**src/rtl/posit_normalize_product_es3.sv**
```systemverilog
// posit_normalize_product_es3
//   Packs a raw, unrounded posit product (sign, scale, MSB-aligned fraction,
//   inf/zero flags) into a 32-bit ES=3 posit. The packing includes
//   regime/exponent encoding, round-to-nearest-even with sticky, saturation
//   to maxpos/minpos, and the two's-complement sign.
//   Three register stages: input capture, regime packing, rounding/output.
//
// Ports
//   clk      : clock, rising edge
//   reset_n  : synchronous active-low reset
//   start    : input word valid this cycle
//   in       : serialized value_product word (see posit_es3_pkg)
//   result   : encoded posit
//   done     : result valid (start delayed by 3 cycles)
//   inf      : result is NaR
//   zero     : result is zero (never set together with inf)

package posit_es3_pkg;
  localparam int NBITS = 32;
  localparam int ES    = 3;
  localparam int SBITS = 10;
  localparam int MBITS = 56;
  localparam int POSIT_SERIALIZED_WIDTH_PRODUCT_ES3 = 3 + SBITS + MBITS;

  typedef struct packed {
    logic             inf;
    logic             zero;
    logic             sgn;
    logic [SBITS-1:0] scale;
    logic [MBITS-1:0] frac;
  } value_product_t;

  function automatic value_product_t deserialize_prod(
    input logic [POSIT_SERIALIZED_WIDTH_PRODUCT_ES3-1:0] bits
  );
    return value_product_t'(bits);
  endfunction
endpackage

module posit_normalize_product_es3 #(
  parameter int NBITS    = posit_es3_pkg::NBITS,
  parameter int ES       = posit_es3_pkg::ES,
  parameter int SBITS    = posit_es3_pkg::SBITS,
  parameter int MBITS    = posit_es3_pkg::MBITS,
  parameter int MAXSCALE = (NBITS - 2) * (2 ** ES)
) (
  input  logic                                                   clk,
  input  logic                                                   reset_n,
  input  logic                                                   start,
  input  logic [posit_es3_pkg::POSIT_SERIALIZED_WIDTH_PRODUCT_ES3-1:0] in,
  output logic [NBITS-1:0]                                       result,
  output logic                                                   done,
  output logic                                                   inf,
  output logic                                                   zero
);

  localparam int FW = 2 * NBITS;          // regime/exponent/fraction field
  localparam int PW = 2 + ES + MBITS;     // seed pattern before regime expansion
  localparam int WW = PW + FW;            // room for the widest regime shift
  localparam int KW = SBITS - ES;         // width of the regime value k
  localparam logic signed [SBITS-1:0] MAX_S = SBITS'(MAXSCALE);
  localparam logic signed [SBITS-1:0] MIN_S = SBITS'(-MAXSCALE);
  localparam logic [NBITS-2:0] MAG_ONES = '1;
  localparam logic [NBITS-2:0] MAG_ONE  = (NBITS-1)'(1);

  // ---------------- Stage 0: capture ----------------
  posit_es3_pkg::value_product_t s0_vp_q;
  logic                          s0_valid_q;

  // ---------------- Stage 1: regime packing ----------------
  logic [NBITS-2:0] s1_kept_q, s1_kept_d;
  logic             s1_guard_q, s1_guard_d;
  logic             s1_sticky_q, s1_sticky_d;
  logic             s1_sgn_q, s1_sat_max_q, s1_sat_min_q, s1_sat_max_d, s1_sat_min_d;
  logic             s1_inf_q, s1_zero_q;
  logic             s1_valid_q;

  logic signed [SBITS-1:0] scale_s;
  logic [KW-1:0]           k;
  logic                    k_neg;
  logic [KW-1:0]           run_sh;
  logic [PW-1:0]           pattern;
  logic [WW-1:0]           wide, shifted;
  logic [FW-1:0]           field;

  // Regime expansion trick: the seed starts with "10" (k>=0) or "01" (k<0)
  // and an arithmetic right shift replicates the leading bit. Shifting by k
  // gives k+1 ones then a zero; shifting by -k-1 (= ~k) gives -k zeros then
  // a one. Saturated scales produce a meaningless field that stage 2 ignores.
  // NOTE: combinational blocks use blocking assignments and give every output
  // a value on every path, so no latch can be inferred.
  always_comb begin
    scale_s      = $signed(s0_vp_q.scale);
    k            = s0_vp_q.scale[SBITS-1:ES];
    k_neg        = k[KW-1];
    run_sh       = k_neg ? ~k : k;
    pattern      = {~k_neg, k_neg, s0_vp_q.scale[ES-1:0], s0_vp_q.frac};
    wide         = {pattern, {FW{1'b0}}};
    shifted      = $unsigned($signed(wide) >>> run_sh);
    field        = shifted[WW-1 -: FW];
    s1_kept_d    = field[FW-1 -: NBITS-1];
    s1_guard_d   = field[FW-NBITS];
    s1_sticky_d  = (|field[FW-NBITS-1:0]) | (|shifted[WW-FW-1:0]);
    s1_sat_max_d = (scale_s >= MAX_S);
    s1_sat_min_d = (scale_s <= MIN_S);
  end

  // ---------------- Stage 2: rounding and output ----------------
  logic             round_up;
  logic [NBITS-1:0] mag_sum;
  logic [NBITS-2:0] mag, mag_neg;
  logic [NBITS-1:0] result_d;

  always_comb begin
    round_up = s1_guard_q & (s1_sticky_q | s1_kept_q[0]);
    mag_sum  = {1'b0, s1_kept_q} + NBITS'(round_up);
    // Rounding may not carry past maxpos, nor may a nonzero value land on 0.
    mag      = mag_sum[NBITS-1] ? MAG_ONES : mag_sum[NBITS-2:0];
    if (mag == '0)   mag = MAG_ONE;
    if (s1_sat_max_q) mag = MAG_ONES;
    if (s1_sat_min_q) mag = MAG_ONE;
    mag_neg  = ~mag + MAG_ONE;
    if (s1_inf_q) begin
      result_d = {1'b1, {(NBITS-1){1'b0}}};
    end else if (s1_zero_q) begin
      result_d = '0;
    end else begin
      result_d = {s1_sgn_q, s1_sgn_q ? mag_neg : mag};
    end
  end

  // Control path: valid bits and visible outputs are cleared by reset so that
  // in-flight operations are dropped and the outputs read zero afterwards.
  always_ff @(posedge clk) begin
    if (!reset_n) begin
      s0_valid_q <= 1'b0;
      s1_valid_q <= 1'b0;
      done       <= 1'b0;
      result     <= '0;
      inf        <= 1'b0;
      zero       <= 1'b0;
    end else begin
      s0_valid_q <= start;
      s1_valid_q <= s0_valid_q;
      done       <= s1_valid_q;
      result     <= result_d;
      inf        <= s1_inf_q;
      zero       <= s1_zero_q & ~s1_inf_q;
    end
  end

  // NOTE: the datapath registers carry no reset; their contents only matter
  // alongside a set valid bit, and leaving them unreset keeps the wide
  // pipeline free of reset fan-out.
  always_ff @(posedge clk) begin
    s0_vp_q      <= posit_es3_pkg::deserialize_prod(in);
    s1_kept_q    <= s1_kept_d;
    s1_guard_q   <= s1_guard_d;
    s1_sticky_q  <= s1_sticky_d;
    s1_sgn_q     <= s0_vp_q.sgn;
    s1_sat_max_q <= s1_sat_max_d;
    s1_sat_min_q <= s1_sat_min_d;
    s1_inf_q     <= s0_vp_q.inf;
    s1_zero_q    <= s0_vp_q.zero;
  end

endmodule
```
**config.mk**
```make
export PLATFORM = sky130hd
export DESIGN_NAME = posit_normalize_product_es3
export DESIGN_NICKNAME = d
export VERILOG_FILES = /design/src/rtl/posit_normalize_product_es3.sv
export SDC_FILE = /design/constraint.sdc
export NUM_CORES = 1
export LEC_CHECK = 0
export CAP_MARGIN = 5
export CORE_ASPECT_RATIO = 1.4
export CORE_UTILIZATION = 45
export CTS_CLUSTER_DIAMETER = 40
export DETAILED_ROUTE_END_ITERATION = 8
export HOLD_SLACK_MARGIN = 0.08
export PLACE_DENSITY = 0.65
export SYNTH_ARGS = -nofsm -noshare
export SYNTH_HDL_FRONTEND = slang
export SYNTH_SLANG_ARGS = --single-unit
```
**constraint.sdc**
```tcl
create_clock -name clk -period 4.93 [get_ports clk]
set_input_delay 0.7395 -clock clk [delete_from_list [all_inputs] [get_ports clk]]
set_output_delay 0.7395 -clock clk [all_outputs]
set_load 0.05 [all_outputs]
```
# After elaboration in Yosys (flattened, before gate mapping)
# Cells that the tools add are included.
# classes
n_eq_ne	0
reduce_logical	4
order_cmp	2
n_div	0
n_addsub	2
bitwise	9
n_shift	1
n_mux	8
mul	0
# op_table
operator	n
two-way mux 31 bit	5
>>> shifter 125 x 7 -> 125 bit	1
two-way mux 32 bit	2
OR reduction 61 bit	1
adder 31 x 1 -> 32 bit	1
OR reduction 32 bit	1
adder 31 x 1 -> 31 bit, second input constant	1
zero test 31 bit	1
inverter 31 bit	1
>= comparator 10 x 9 -> 1 bit, second input constant	1
<= comparator 10 x 9 -> 1 bit, second input constant	1
two-way mux 7 bit	1
inverter 7 bit	1
inverter 1 bit	3
OR reduction 3 bit	1
bitwise AND 1 bit	2
OR 1 bit	2
# totals
word_cells	46
mem_bits_rw	0
reg_bits	144
memories	0
romBits	0
in_bits	72
out_inout_bits	35
latch_bits	0

# Longest topological paths before layout
# logic_depth
depth_word	13
mapped_depth	19
depth_no_buf	17

# Least setup slack after synthesis
# OpenSTA, ideal clock, no wires.
# synth_timing
kind	flip-flop to flip-flop
from	reg s1_kept_q[0]
to	reg result[18]
setup_time_ns	0.128
period_less_slack_ns	4.065
arrival_ns	3.937
t_required_ns	4.802
stages_incl_launch_ff	19
path_slack_ns	0.865
path_buffers	1
cell_sequence	dfxtp_1 > o21a_1 > ha_1 > ha_1 > nand3_1 > nor4_1 > o2111a_1 > o21bai_1 > o32a_1 > nor4_1 > and2_1 > clkbuf_1 > nor3_1 > ha_1 > o21ai_0 > o21ai_0 > a21boi_0 > xnor2_1 > nor2_1
# synth_via
elab_chain_cells	11
# synth_lines
item	line	source
from (decl)	71	logic [NBITS-2:0] s1_kept_q, s1_kept_d;
from (signal assigned)	157	s1_kept_q <= s1_kept_d;
OR 1 bit	115	round_up = s1_guard_q & (s1_sticky_q | s1_kept_q[0]);
bitwise AND 1 bit	115	
adder 31 x 1 -> 32 bit (*)	116	mag_sum = {1'b0, s1_kept_q} + NBITS'(round_up);
two-way mux 31 bit (*)	118	mag = mag_sum[NBITS-1] ? MAG_ONES : mag_sum[NBITS-2:0];
zero test 31 bit	119	if (mag == '0) mag = MAG_ONE;
two-way mux 31 bit (*)	119	
two-way mux 31 bit (*)	120	if (s1_sat_max_q) mag = MAG_ONES;
two-way mux 31 bit (*)	121	if (s1_sat_min_q) mag = MAG_ONE;
inverter 31 bit	122	mag_neg = ~mag + MAG_ONE;
adder 31 x 1 -> 31 bit	122	
two-way mux 31 bit (*)	128	result_d = {s1_sgn_q, s1_sgn_q ? mag_neg : mag};
to (signal assigned)	146	result <= result_d;
to (decl)	51	output logic [NBITS-1:0] result,
# Every way passes the cells marked *; elsewhere a longest branch is shown, timed or not.
# A chain may end at the register's enable or synchronous reset.

# Final worst setup path
# layout_timing
from	reg s1_sticky_q
to	reg result[18]
# layout_via
elab_chain_cells	11
# layout_lines
item	line	source
from (decl)	73	logic s1_sticky_q, s1_sticky_d;
from (signal assigned)	159	s1_sticky_q <= s1_sticky_d;
OR 1 bit (*)	115	
bitwise AND 1 bit (*)	115	
adder 31 x 1 -> 32 bit (*)	116	
two-way mux 31 bit (*)	118	
zero test 31 bit	119	
two-way mux 31 bit (*)	119	
two-way mux 31 bit (*)	120	
two-way mux 31 bit (*)	121	
inverter 31 bit	122	
adder 31 x 1 -> 31 bit	122	
two-way mux 31 bit (*)	128	
# Marked as above.

==> impl_summary.log <==
[metrics] met1 wire length: 14500 um
[metrics] detailed route wirelength on metal3: 2200 um
[metrics] worst r2r dst: result[18]
[metrics] actual slew at the worst max-slew pin: 1.26 ns
[metrics] share of cells above drive strength 1: 0.127
[metrics] Post-Place Setup Slack: 0.665 ns
[metrics] drt wl/cell: 22.7 um
[metrics] post-route design area: 13300 um^2
[metrics] width of the chip: 136 um
[metrics] largest net degree at the start of global routing: 104
[metrics] initial antenna violation count: 0
[metrics] R2R setup slack: 0.62 ns
[metrics] worst vdd rail ir drop: 0.261 mV
[metrics] fraction of the yosys area taken by sequential cells: 0.256
[metrics] floorplan die area: 25600 um^2
[metrics] Final Hold Vio Count: 0
[metrics] total overflow reported by the global router: 0
[metrics] uppermost routed layer: met4
[metrics] Cells after Synth: 1418
[metrics] number of remaining DRC errors: 0
[metrics] area delta synth->final: 18.1%
[metrics] worst-path fanout max: 7
[metrics] type of the most critical hold path: reg -> reg
[metrics] Placed Area: 12700 um^2
[metrics] TritonCTS clock tree: done
[metrics] Leakage Power: 4.94 nW
[metrics] Post-synth EDFFs: 0
[metrics] data required time at the worst endpoint: 5.23 ns
[metrics] final critical-path required period: 4.31 ns
[metrics] worst slack on hold paths: 0.327 ns
[metrics] count of warnings emitted by yosys: 0
[metrics] period utilisation layout: 0.875
[metrics] result of the run: finished clean
[metrics] library cell occupying the most area in the post-synthesis netlist: dfxtp_1
[metrics] relative slew slack: 0.155
[metrics] critical setup path kind: reg -> reg
[metrics] number of global-route vias before repair: 11500
[metrics] post-layout worst setup margin: 0.616 ns
[metrics] Final GP Congestion: 1.01
[metrics] final setup violating endpoints: 0
[metrics] clock latency on the worst-skew pair: 0.44 ns
[metrics] Setup Skew: 0.0112 ns
[metrics] post-synthesis instance area: 11300 um^2
[metrics] startpoint of the most critical register-to-register path: s1_sticky_q
[metrics] path depth of the worst reg2reg path: 18
[metrics] achievable clock frequency: 232 MHz
[metrics] n_diodes: 0
[metrics] cells resized by post-CTS repair: 0
[metrics] worst setup path endpoint: result[18]
[metrics] detailed placement HPWL: 31200 um
[metrics] area share of the largest cell type after synthesis: 0.256
[metrics] clock root buffer: clkbuf_16
[metrics] die height: 189 um
[metrics] startpoint class of the critical path: flop
[metrics] distinct cell type count after synthesis: 87
[metrics] worst-case clock buffer depth: 2
[metrics] total routing resource utilization after global routing: 0.326
[metrics] CTS sink cnt: 144
[metrics] highest-count cells in the layout ignoring fill and taps: 140 x dfxtp_1, 132 x nor2_1, 127 x nand2_1, 106 x clkdlybuf4s50_1
[metrics] final net count: 1558
[metrics] final cell utilization of the core: 0.540
[metrics] Synth Register Bits: 144
[metrics] Initial Util: 0.458
[metrics] via count normalized by instance count: 6.52
[metrics] Inserted Clock Buffers: 17
[metrics] placeable core region: 24600 um^2
[metrics] FP Rows: 68
[metrics] leading register cell type out of synthesis: dfxtp_1
[metrics] detailed router's first-iteration violation count: 988
[metrics] Reg clk slew, reported paths: 0.07 ns
[metrics] arrival time of the worst setup path: 4.61 ns
[metrics] first element of the critical path: s1_sticky_q
[metrics] most common cell after layout, fill and taps aside: dfxtp_1
[metrics] post-CTS setup buffer count: 0
[metrics] H-tree lvl count: 4
[metrics] number of placed I/O pins: 107
[metrics] proportion of register bits with asynchronous set or reset after synthesis: 0
[metrics] first-pass GRT wire length: 63900 um
[metrics] CP endpoint kind: flop
[metrics] total length of routed met2 wires: 20700 um
[metrics] synthesized net count: 1495
[metrics] CTS Hold Bufs: 0
[metrics] number of optimization iterations in the first detailed-route pass: 5
[metrics] final WL: 41000 um
[metrics] power per cell area: 295 nW/um^2
[metrics] Max-Cap Viols: 0
[metrics] top area cells in the synthesized netlist: dfxtp_1 26%, mux2i_1 6.5%, mux4_2 5.4%
[metrics] RSZ-0062 raised after global routing: no
[metrics] Buffers on Ports: 106
[metrics] via count: 11800
[metrics] number of max-slew violations in the final report: 0
[metrics] mean instance size in the synthesized netlist: 7.93 um^2
[metrics] count of nets left with antenna violations after detail routing: 0
[metrics] setup_tns: 0 ns
==> worst max-delay path, stage by stage (launching register included) <==
cell	delay, ns
dfxtp_1	0.34
o21a_1	0.13
ha_1	0.24
ha_1	0.32
nand3_1	0.27
nor4_1	0.34
buf_4	0.19
a21oi_1	0.06
o21bai_1	0.30
o32a_1	0.29
nor4_1	0.09
and2_1	0.15
nor3_1	0.25
ha_1	0.25
o21ai_0	0.18
o21ai_0	0.31
a21boi_0	0.26
xnor2_1	0.14
nor2_1	0.05
==> per-layer routing <==
layer	up-vias	track usage
li1	5493	-
met1	5541	0.336
met2	570	0.572
met3	190	0.0506
met4	0	0.271
met5	-	0
==> power breakdown <==
part / switching [mW] / internal [mW]
Combinational: 0.736 / 0.500
Clock: 0.584 / 0.719
Sequential: 0.138 / 1.25
Total: 1.46 / 2.47
==> cells in the mapped netlist (9+ instances only) <==
| cell type | number |
|---|---|
| dfxtp_1 | 144 |
| nor2_1 | 133 |
| nand2_1 | 127 |
| a21oi_1 | 90 |
| o21ai_0 | 89 |
| mux2i_1 | 73 |
| clkbuf_1 | 67 |
| nand3_1 | 46 |
| mux2_2 | 37 |
| o22ai_1 | 31 |
| xnor2_1 | 31 |
| buf_2 | 28 |
| mux4_2 | 27 |
| a22oi_1 | 26 |
| nor3_1 | 26 |
| a211oi_1 | 24 |
| xor2_1 | 23 |
| nor2b_1 | 21 |
| a31oi_1 | 20 |
| and2_1 | 19 |
| buf_1 | 19 |
| inv_1 | 19 |
| and3_1 | 17 |
| a221oi_1 | 15 |
| o211ai_1 | 15 |
| nand4_1 | 14 |
| nor4_1 | 14 |
| a2111oi_0 | 13 |
| nand2b_1 | 12 |
| o21a_1 | 12 |
| o221ai_1 | 12 |
| o31ai_1 | 10 |
| nor3b_1 | 9 |
| or2_2 | 9 |
==> through the flow <==
step                cells  total power, mW
floorplan            1418             2.20
global placement     1777             2.61
detailed placement   1777             2.61
CTS                  1809             3.93
global route         1809             4.09
finish               1809             3.92
==> how the worst min path moves through the flow <==
stage | start | to | slack, ns | cells after the start
after global placement | s0_vp_q[66] | s1_sgn_q | 0.31 | 0
after CTS | s0_vp_q[67] | s1_zero_q | 0.33 | 0
after floorplan | s0_vp_q[68] | s1_inf_q | 0.31 | 0
final | s0_vp_q[68] | s1_inf_q | 0.33 | 0
after global routing | s0_vp_q[68] | s1_inf_q | 0.33 | 0
after detailed placement | s0_vp_q[67] | s1_zero_q | 0.31 | 0
==> layout make-up <==
class	instances	area, um^2
fillers	2381	11300
multi-input cells	1135	7830
flip-flops and latches	144	2890
repair buffers	161	1500
clock buffers	17	425
well taps	315	394
clock inverters	15	165
inverters	22	82.6
==> kinds of logic (layout without fill, tap and decap cells) <==
group                      Yosys count  after routing  share of synthesized area
AOI/OAI and AO/OA                  447            447                      0.270
buffers and inverters              139            215                     0.0505
adders and majority gates            5              5                    0.00556
xor gates and xnor gates            55             55                     0.0435
and+or+nand+nor                    491            491                      0.218
DFF                                144            144                      0.256
muxes                              137            137                      0.156
==> sequential cells by signal, indices dropped and copies added (netlist names) <==
register,flops
done,1
inf,1
pattern,56
result,32
s0_valid_q,1
s0_vp_q,3
s1_guard_q,1
s1_inf_q,1
s1_kept_q,31
s1_sat_max_q,1
s1_sat_min_q,1
s1_sgn_q,1
s1_sticky_q,1
s1_valid_q,1
s1_zero_q,1
scale_s,10
zero,1
(Power assumes the default switching activity.)
